===== src/rtl/reduce_combine.sv =====
// reduce_combine: receive side of the tree reduction.
// Collects the contributions for each communicator context into a small table.
// When every expected contribution has arrived, it emits one combined flit
// toward the reduction root. Optional feature macro: REDUCE_TIMEOUT_EN. When it
// is defined, an entry that stays idle too long flushes its partial result and
// pulses err.
//
// Flit layout (73 bits):
//   [72] valid, [71:63] dst {z,y,x}, [62:54] src {z,y,x}, [53:46] contextId,
//   [45:38] tag, [37:36] algtype, [35:32] op, [31:0] payload
// Input flits carry children in [75:73] above the network flit.
module reduce_combine #(
  parameter int FlitWidth     = 73,
  parameter int ChildrenWidth = 3,
  parameter int PayloadWidth  = 32,
  parameter int TableSize     = 4,
  parameter logic [2:0] rank_x = 3'd0,
  parameter logic [2:0] rank_y = 3'd0,
  parameter logic [2:0] rank_z = 3'd0,
  parameter logic [2:0] root_x = 3'd0,
  parameter logic [2:0] root_y = 3'd0,
  parameter logic [2:0] root_z = 3'd0,
  parameter int TimeoutCycles  = 255
) (
  input  logic                                 clk,
  input  logic                                 rst,
  input  logic [ChildrenWidth+FlitWidth-1:0]   in_flit,
  input  logic                                 in_valid,
  output logic                                 in_ready,
  output logic [FlitWidth-1:0]                 out_flit,
  output logic                                 out_valid,
  input  logic                                 out_ready,
  output logic                                 err,
  output logic [TableSize-1:0]                 active
);

  localparam int IdxW = $clog2(TableSize);

  // Field slices of the incoming flit
  logic [ChildrenWidth-1:0] in_children;
  logic                     in_vbit;
  logic [7:0]               in_ctx;
  logic [7:0]               in_tag;
  logic [1:0]               in_alg;
  logic [3:0]               in_op;
  logic [PayloadWidth-1:0]  in_pay;
  logic [IdxW-1:0]          idx;

  assign in_children = in_flit[75:73];
  assign in_vbit     = in_flit[72];
  assign in_ctx      = in_flit[53:46];
  assign in_tag      = in_flit[45:38];
  assign in_alg      = in_flit[37:36];
  assign in_op       = in_flit[35:32];
  assign in_pay      = in_flit[31:0];
  assign idx         = in_ctx[IdxW-1:0];

  // The incoming dst/src fields are replaced on output, so they are not needed
  logic unused_in_route;
  assign unused_in_route = ^in_flit[71:54];

  // Reduction table
  logic [TableSize-1:0]    act_reg, act_next, act_final;
  logic [7:0]              tag_reg [TableSize];
  logic [7:0]              tag_next[TableSize];
  logic [3:0]              op_reg  [TableSize];
  logic [3:0]              op_next [TableSize];
  logic [1:0]              alg_reg [TableSize];
  logic [1:0]              alg_next[TableSize];
  logic [7:0]              ctx_reg [TableSize];
  logic [7:0]              ctx_next[TableSize];
  logic [PayloadWidth-1:0] acc_reg [TableSize];
  logic [PayloadWidth-1:0] acc_next[TableSize];
  logic [3:0]              rem_reg [TableSize];
  logic [3:0]              rem_next[TableSize];

  logic                    accept;
  logic                    done;
  logic [FlitWidth-1:0]    done_flit;
  logic                    tag_drop;
  logic                    touched;
  logic [PayloadWidth-1:0] comb_acc;
  logic                    to_fire;
  logic [FlitWidth-1:0]    to_flit;

  assign in_ready = !out_valid | out_ready;
  assign accept   = in_valid & in_ready;
  assign active   = act_reg;

  function automatic logic [PayloadWidth-1:0] fold(input logic [3:0] op,
                                                   input logic [PayloadWidth-1:0] a,
                                                   input logic [PayloadWidth-1:0] b);
    case (op)
      4'd0:    fold = a + b;
      4'd1:    fold = ($signed(b) > $signed(a)) ? b : a;
      4'd2:    fold = ($signed(b) < $signed(a)) ? b : a;
      4'd3:    fold = a & b;
      4'd4:    fold = a | b;
      4'd5:    fold = a ^ b;
      default: fold = a;
    endcase
  endfunction

  function automatic logic [FlitWidth-1:0] build(input logic [7:0] ctx,
                                                 input logic [7:0] tag,
                                                 input logic [1:0] alg,
                                                 input logic [3:0] op,
                                                 input logic [PayloadWidth-1:0] acc);
    build = {1'b1, root_z, root_y, root_x, rank_z, rank_y, rank_x, ctx, tag, alg, op, acc};
  endfunction

  // Apply the accepted flit to its table entry and detect completion
  always_comb begin
    act_next  = act_reg;
    tag_next  = tag_reg;
    op_next   = op_reg;
    alg_next  = alg_reg;
    ctx_next  = ctx_reg;
    acc_next  = acc_reg;
    rem_next  = rem_reg;
    done      = 1'b0;
    done_flit = '0;
    tag_drop  = 1'b0;
    touched   = 1'b0;
    comb_acc  = fold(op_reg[idx], acc_reg[idx], in_pay);
    if (accept && in_vbit) begin
      if (!act_reg[idx]) begin
        touched = 1'b1;
        if (in_children == '0) begin
          // Leaf contribution: nothing to wait for
          done      = 1'b1;
          done_flit = build(in_ctx, in_tag, in_alg, in_op, in_pay);
        end else begin
          act_next[idx] = 1'b1;
          tag_next[idx] = in_tag;
          op_next[idx]  = in_op;
          alg_next[idx] = in_alg;
          ctx_next[idx] = in_ctx;
          acc_next[idx] = in_pay;
          rem_next[idx] = {1'b0, in_children};
        end
      end else if (tag_reg[idx] == in_tag) begin
        touched       = 1'b1;
        acc_next[idx] = comb_acc;
        rem_next[idx] = rem_reg[idx] - 4'd1;
        if (rem_reg[idx] == 4'd1) begin
          done          = 1'b1;
          act_next[idx] = 1'b0;
          done_flit     = build(ctx_reg[idx], tag_reg[idx], alg_reg[idx], op_reg[idx], comb_acc);
        end
      end else begin
        // Stale or foreign tag: drop it and leave the entry alone
        tag_drop = 1'b1;
      end
    end
  end

`ifdef REDUCE_TIMEOUT_EN
  localparam logic [7:0] TimeoutLimit = 8'(TimeoutCycles);

  logic [7:0]      wait_reg[TableSize];
  logic [IdxW-1:0] to_idx;

  // Pick the lowest-index expired entry when neither an input completion nor a busy output blocks it
  always_comb begin
    to_fire   = 1'b0;
    to_idx    = '0;
    to_flit   = '0;
    act_final = act_next;
    if (!done && in_ready) begin
      for (int i = TableSize - 1; i >= 0; i--) begin
        if (act_reg[i] && (wait_reg[i] == TimeoutLimit) && !(touched && (idx == IdxW'(i)))) begin
          to_fire = 1'b1;
          to_idx  = IdxW'(i);
        end
      end
    end
    if (to_fire) begin
      to_flit           = build(ctx_reg[to_idx], tag_reg[to_idx], alg_reg[to_idx],
                                op_reg[to_idx], acc_reg[to_idx]);
      act_final[to_idx] = 1'b0;
    end
  end

  // Idle counters: clear on each contribution, count up to the limit otherwise
  always_ff @(posedge clk or posedge rst) begin
    if (rst) begin
      for (int i = 0; i < TableSize; i++) wait_reg[i] <= 8'd0;
    end else begin
      for (int i = 0; i < TableSize; i++) begin
        if (!act_final[i] || (touched && (idx == IdxW'(i))))
          wait_reg[i] <= 8'd0;
        else if (wait_reg[i] < TimeoutLimit)
          wait_reg[i] <= wait_reg[i] + 8'd1;
      end
    end
  end
`else
  localparam int unused_timeout = TimeoutCycles;

  // Without the timeout feature entries wait indefinitely
  always_comb begin
    to_fire   = 1'b0;
    to_flit   = '0;
    act_final = act_next;
  end
`endif

  // Table state register
  always_ff @(posedge clk or posedge rst) begin
    if (rst) begin
      act_reg <= '0;
      for (int i = 0; i < TableSize; i++) begin
        tag_reg[i] <= '0;
        op_reg[i]  <= '0;
        alg_reg[i] <= '0;
        ctx_reg[i] <= '0;
        acc_reg[i] <= '0;
        rem_reg[i] <= '0;
      end
    end else begin
      act_reg <= act_final;
      tag_reg <= tag_next;
      op_reg  <= op_next;
      alg_reg <= alg_next;
      ctx_reg <= ctx_next;
      acc_reg <= acc_next;
      rem_reg <= rem_next;
    end
  end

  // Single output register plus the one-cycle error pulse
  always_ff @(posedge clk or posedge rst) begin
    if (rst) begin
      out_valid <= 1'b0;
      out_flit  <= '0;
      err       <= 1'b0;
    end else begin
      err <= tag_drop | to_fire;
      if (done) begin
        out_valid <= 1'b1;
        out_flit  <= done_flit;
      end else if (to_fire) begin
        out_valid <= 1'b1;
        out_flit  <= to_flit;
      end else if (out_ready) begin
        out_valid <= 1'b0;
      end
    end
  end

endmodule

===== config.mk =====
export PLATFORM = sky130hd
export DESIGN_NAME = reduce_combine
export DESIGN_NICKNAME = d
export VERILOG_FILES = /design/src/rtl/reduce_combine.sv
export SDC_FILE = /design/constraint.sdc
export NUM_CORES = 1
export LEC_CHECK = 0
export ABC_AREA = 1
export CELL_PAD_IN_SITES_DETAIL_PLACEMENT = 0
export CELL_PAD_IN_SITES_GLOBAL_PLACEMENT = 2
export CORE_UTILIZATION = 30
export CTS_CLUSTER_DIAMETER = 100
export DETAILED_ROUTE_END_ITERATION = 10
export HOLD_SLACK_MARGIN = 0.02
export PLACE_DENSITY = 0.86
export REMOVE_ABC_BUFFERS = 1
export SKIP_LAST_GASP = 1
export SYNTH_ARGS = -nofsm -noshare
export SYNTH_HDL_FRONTEND = slang
export SYNTH_SLANG_ARGS = --single-unit

===== constraint.sdc =====
create_clock -name clk -period 9.85 [get_ports clk]
set_input_delay 1.97 -clock clk [delete_from_list [all_inputs] [get_ports clk]]
set_output_delay 1.97 -clock clk [all_outputs]
set_load 0.03 [all_outputs]

==> flow_summary_export.csv <==
group,metric,value,unit
yosys,yosys.cell_types.count,47,
setup_path,regToRegEndpoint,"out_flit[11]",
setup_path,crit_fanout,35,
worst_hold_path,holdPathStages,2,
floorplanning,row_count,91,
setup_path,max_stage_delay,0.82,ns
yosys,synth_flop_cell,"dfrtp_1",
route,drcViolationCount,0,
setup_path,worst_setup_path_end_kind,"flip-flop",
floorplanning,die_area,0.0635,mm2
power_and_ir_drop,power_frac_comb,46.9,%
route,wire_per_inst,18.3,um
clock_network,clk_pin_slew_worst_paths,0.05,ns
sta,fin_skew,0.0251,ns
finish,final_nets,2874,
yosys,yosysWarnings,0,
sta,hold_ws,0.452,ns
power_and_ir_drop,p_leak,10.9,nW
sta,finalCriticalPeriod,7.29,ns
global_route,antenna_found_initial,3,
route,dr.pass1.iters,6,
placement,portBuffers,123,
setup_path,cp_top_family,"buffers and inverters",
worst_hold_path,hp-class,"flip-flop to flip-flop",
global_route,grt_pass1_vias,17783,
floorplanning,io_pins,160,
yosys,synth-seq-cells,293,
global_route,grt_use_total,20.6,%
route,drt_iter0_drc,1380,
setup_path,required,10.29,ns
route,drt-total-wl,65200,um
placement,finalWeightedCongestion,0.954,
route,vias,17864,
yosys,avgSynthCellArea,7.13,um2
route,vias_per_cell,5.02,
sta,hold_viol,0,
power_and_ir_drop,power.share.switching,44.5,%
yosys,async_flop_share,100,%
sta,rsz0062_at_grt,"no",
yosys,syn_inst,2630,
finish,drive_gt1_share,4.82,%
yosys,synth-edff-count,0,
power_and_ir_drop,clockPowerShare,21.2,%
floorplanning,initial_utilization,30.4,%
finish,postLayoutCoreUtil,35.3,%
setup_path,critPathMostFrequentCell,"nand2_1",
setup_path,cp.buffers_inverters,5,
power_and_ir_drop,p_int,3.50,mW
clock_network,clk_latency,0.57,ns
run,cap_viol_max_count,0,
floorplanning,dieHeight,252,um
power_and_ir_drop,pwr-share-seq,31.9,%
clock_network,clock_path_buffers,3,
setup_path,start_kind,"input port",
finish,postLayoutCellArea,0.0218,mm2
clock_network,cts.sinks,293,
sta,finalSetupTns,0,ns
sta,fin_ws,2.56,ns
clock_network,cts_resized,0,
route,wl_met1,29300,um
clock_network,cts_max_level,2,
setup_path,r2r-start,"acc_reg[127]",
finish,syn_to_final_growth,16.3,%
placement,placed_area,0.0206,mm2
route,wl_met3,3870,um
clock_network,cts_tree,"built",
setup_path,r2r_slack,5.36,ns
placement,dp.final_hpwl,44200,um
sta,slew_viol_final,0,
global_route,grt_overflow,0,
route,met2_length,30400,um
global_route,grt_pass1_wl,102000,um
run_status,status,"complete, no violations",
power_and_ir_drop,power.switching,2.81,mW
worst_hold_path,min_to,"ctx_reg[0]",
clock_network,cts_buffers,38,
yosys,synth_top_area_share,39.1,%
clock_network,clock-root-buffer,"clkbuf_16",
power_and_ir_drop,p_per_area,290,mW/mm2
sta,relSlewSlack,22.6,%
clock_network,hold_buffers,0,
setup_path,worstSetupPathType,"input port to flip-flop",
sta,fmax,137,MHz
power_and_ir_drop,peakVddDrop,161,uV
yosys,synth_area,0.0187,mm2
finish,largest_register_ffs,128,
sta,post-route-period-util,74.0,%
yosys,synthTopCellsByArea,"dfrtp_1 (39%), nand2_1 (18%), ha_1 (6.6%)",
sta,finalSetupViolCount,0,
floorplanning,core-area,0.0617,mm2
setup_path,slowest_stage,"inv_2",
global_route,grt_max_degree,112,
sta,worst_pin_slew,1.16,ns
floorplanning,die_x,252,um
route,ant_nets,0,
setup_path,ff2ff_path_depth,18,
placement,dpl_worst_slack,2.04,ns
yosys,synth_largest_area_cell,"dfrtp_1",
setup_path,path_cells,"clkdlybuf4s50_1 -> nand2_2 -> inv_2 -> buf_4 -> a221oi_1 -> ha_1 -> inv_1 -> nand2_1 -> nand2_1 -> nand2_1 -> a21oi_1 -> nor2_1 -> nand2_1 -> nand2_1 -> nand2_1 -> nand2_1 -> nand2_1 -> nand2_1 -> nand2_1 -> buf_4 -> a21oi_1 -> nand3_1 -> nand3_1 -> nand2_1",
worst_hold_path,hold_path_startpoint,"ctx_reg[0]",
setup_path,worst_ep_arrival_time,7.73,ns
route,maxUsedRoutingLayer,"met5",
yosys,seq_area_frac_synth,39.1,%
clock_network,post_cts_buffers,0,
cell usage in the layout, fill, tap and decap left out, types with 9 or more instances in the layout:
cell type and count:
a211oi_1 9, a21oi_1 88, a221oi_1 11, a22oi_1 73, a31oi_1 24, and2_1 23
buf_4 26, clkbuf_1 10, clkbuf_16 38, clkdlybuf4s50_1 123, conb_1 18, dfrtp_1 293
ha_1 99, inv_1 207, inv_2 12, nand2_1 879, nand2_2 14, nand3_1 166
nand3b_1 11, nand4_1 55, nor2_1 261, nor3_1 11, o21ai_0 152, o21ai_1 10
o21bai_1 16, o22ai_1 13
power groups by stage:
stage / combinational, mW / clock [mW] / sequential, mW
6_report: 2.96 / 1.34 / 2.01
5_1_grt: 3.32 / 1.43 / 2.08
4_1_cts: 2.97 / 1.38 / 2.01
3_5_place_dp: 2.96 / 0 / 2.02
3_3_place_gp: 2.92 / 0 / 2.00
2_1_floorplan: 1.76 / 0 / 2.19
Yosys cell counts, types with 2 or more instances:
| cell | count |
|---|---|
| o22ai_1 | 13 |
| clkbuf_1 | 61 |
| nand3_2 | 2 |
| nor3_1 | 12 |
| a22o_1 | 3 |
| a22oi_2 | 2 |
| o21ai_1 | 10 |
| nand2_2 | 9 |
| o21a_1 | 6 |
| a211oi_1 | 9 |
| or2_2 | 4 |
| nor2_2 | 3 |
| a22oi_1 | 73 |
| nor2_4 | 5 |
| o21bai_1 | 16 |
| nor4_1 | 3 |
| ha_1 | 99 |
| o211ai_1 | 4 |
| a221oi_1 | 11 |
| o21ai_0 | 152 |
| nand3b_1 | 11 |
| buf_4 | 28 |
| buf_6 | 5 |
| inv_2 | 11 |
| dfrtp_1 | 293 |
| nand3_1 | 166 |
| nand4_1 | 55 |
| buf_2 | 37 |
| buf_1 | 11 |
| o221ai_1 | 3 |
| a31oi_1 | 24 |
| nand2_4 | 2 |
| nand2_1 | 884 |
| and2_1 | 23 |
| xor2_1 | 8 |
| a21oi_1 | 89 |
| inv_1 | 209 |
| a21o_1 | 4 |
| nor2_1 | 262 |
kinds of logic (layout without fill, tap and decap cells):
family | count (synthesis) | in the layout | share of synthesized area, %
DFF | 293 | 293 | 39.1
other | 1 | 19 | 0.0200
buffers and inverters | 362 | 434 | 8.26
AOI/OAI and AO/OA | 420 | 420 | 13.4
xor gates and xnor gates | 9 | 9 | 0.421
and+or+nand+nor | 1445 | 1445 | 32.1
adders and majority gates | 100 | 100 | 6.72
metrics by stage:
step                instances  total power [mW]
finish                   3557              6.32
global route             3557              6.82
CTS                      3556              6.36
detailed placement       3491              4.98
global placement         3491              4.92
floorplan                2505              3.94
worst register-to-register path: stages (launching register included):
cell and delay, ns:
dfrtp_1 0.38, a22oi_1 0.18, inv_1 0.06, a221oi_1 0.56, ha_1 0.42, inv_1 0.10
nand4_1 0.10, nor2_1 0.22, and3_1 0.28, nand2_1 0.13, nand3_1 0.20, nand2_1 0.15
nand2_1 0.11, nand2_1 0.43, buf_4 0.41, a21oi_1 0.17, nand3_1 0.18, nand3_1 0.23
nand2_1 0.07
how the worst max path moves through the flow:
stage / start / to / depth (start not counted)
2_1_floorplan: in_flit[47] / out_flit[9] / 11
3_3_place_gp: in_flit[46] / out_flit[11] / 21
3_5_place_dp: in_flit[46] / out_flit[11] / 24
4_1_cts: in_flit[46] / out_flit[11] / 24
5_1_grt: in_flit[46] / out_flit[11] / 24
6_report: in_flit[46] / out_flit[11] / 24
layer usage:
| metal | up-vias | global-route usage [%] |
|---|---|---|
| li1 | 8648 | - |
| met1 | 8610 | 27.2 |
| met2 | 496 | 34.4 |
| met3 | 106 | 3.51 |
| met4 | 4 | 5.96 |
| met5 | - | 0 |
layout make-up:
cell class / instances / area [um2]
antenna: 1 / 2.50
clock buffer: 54 / 1070
clock inverter: 11 / 114
fill: 6518 / 39900
inverter: 220 / 833
multi-input combinational: 1992 / 9960
sequential: 293 / 7330
tap: 837 / 1050
timing repair buffer: 149 / 1430
Power figures use the tool's default switching activity.
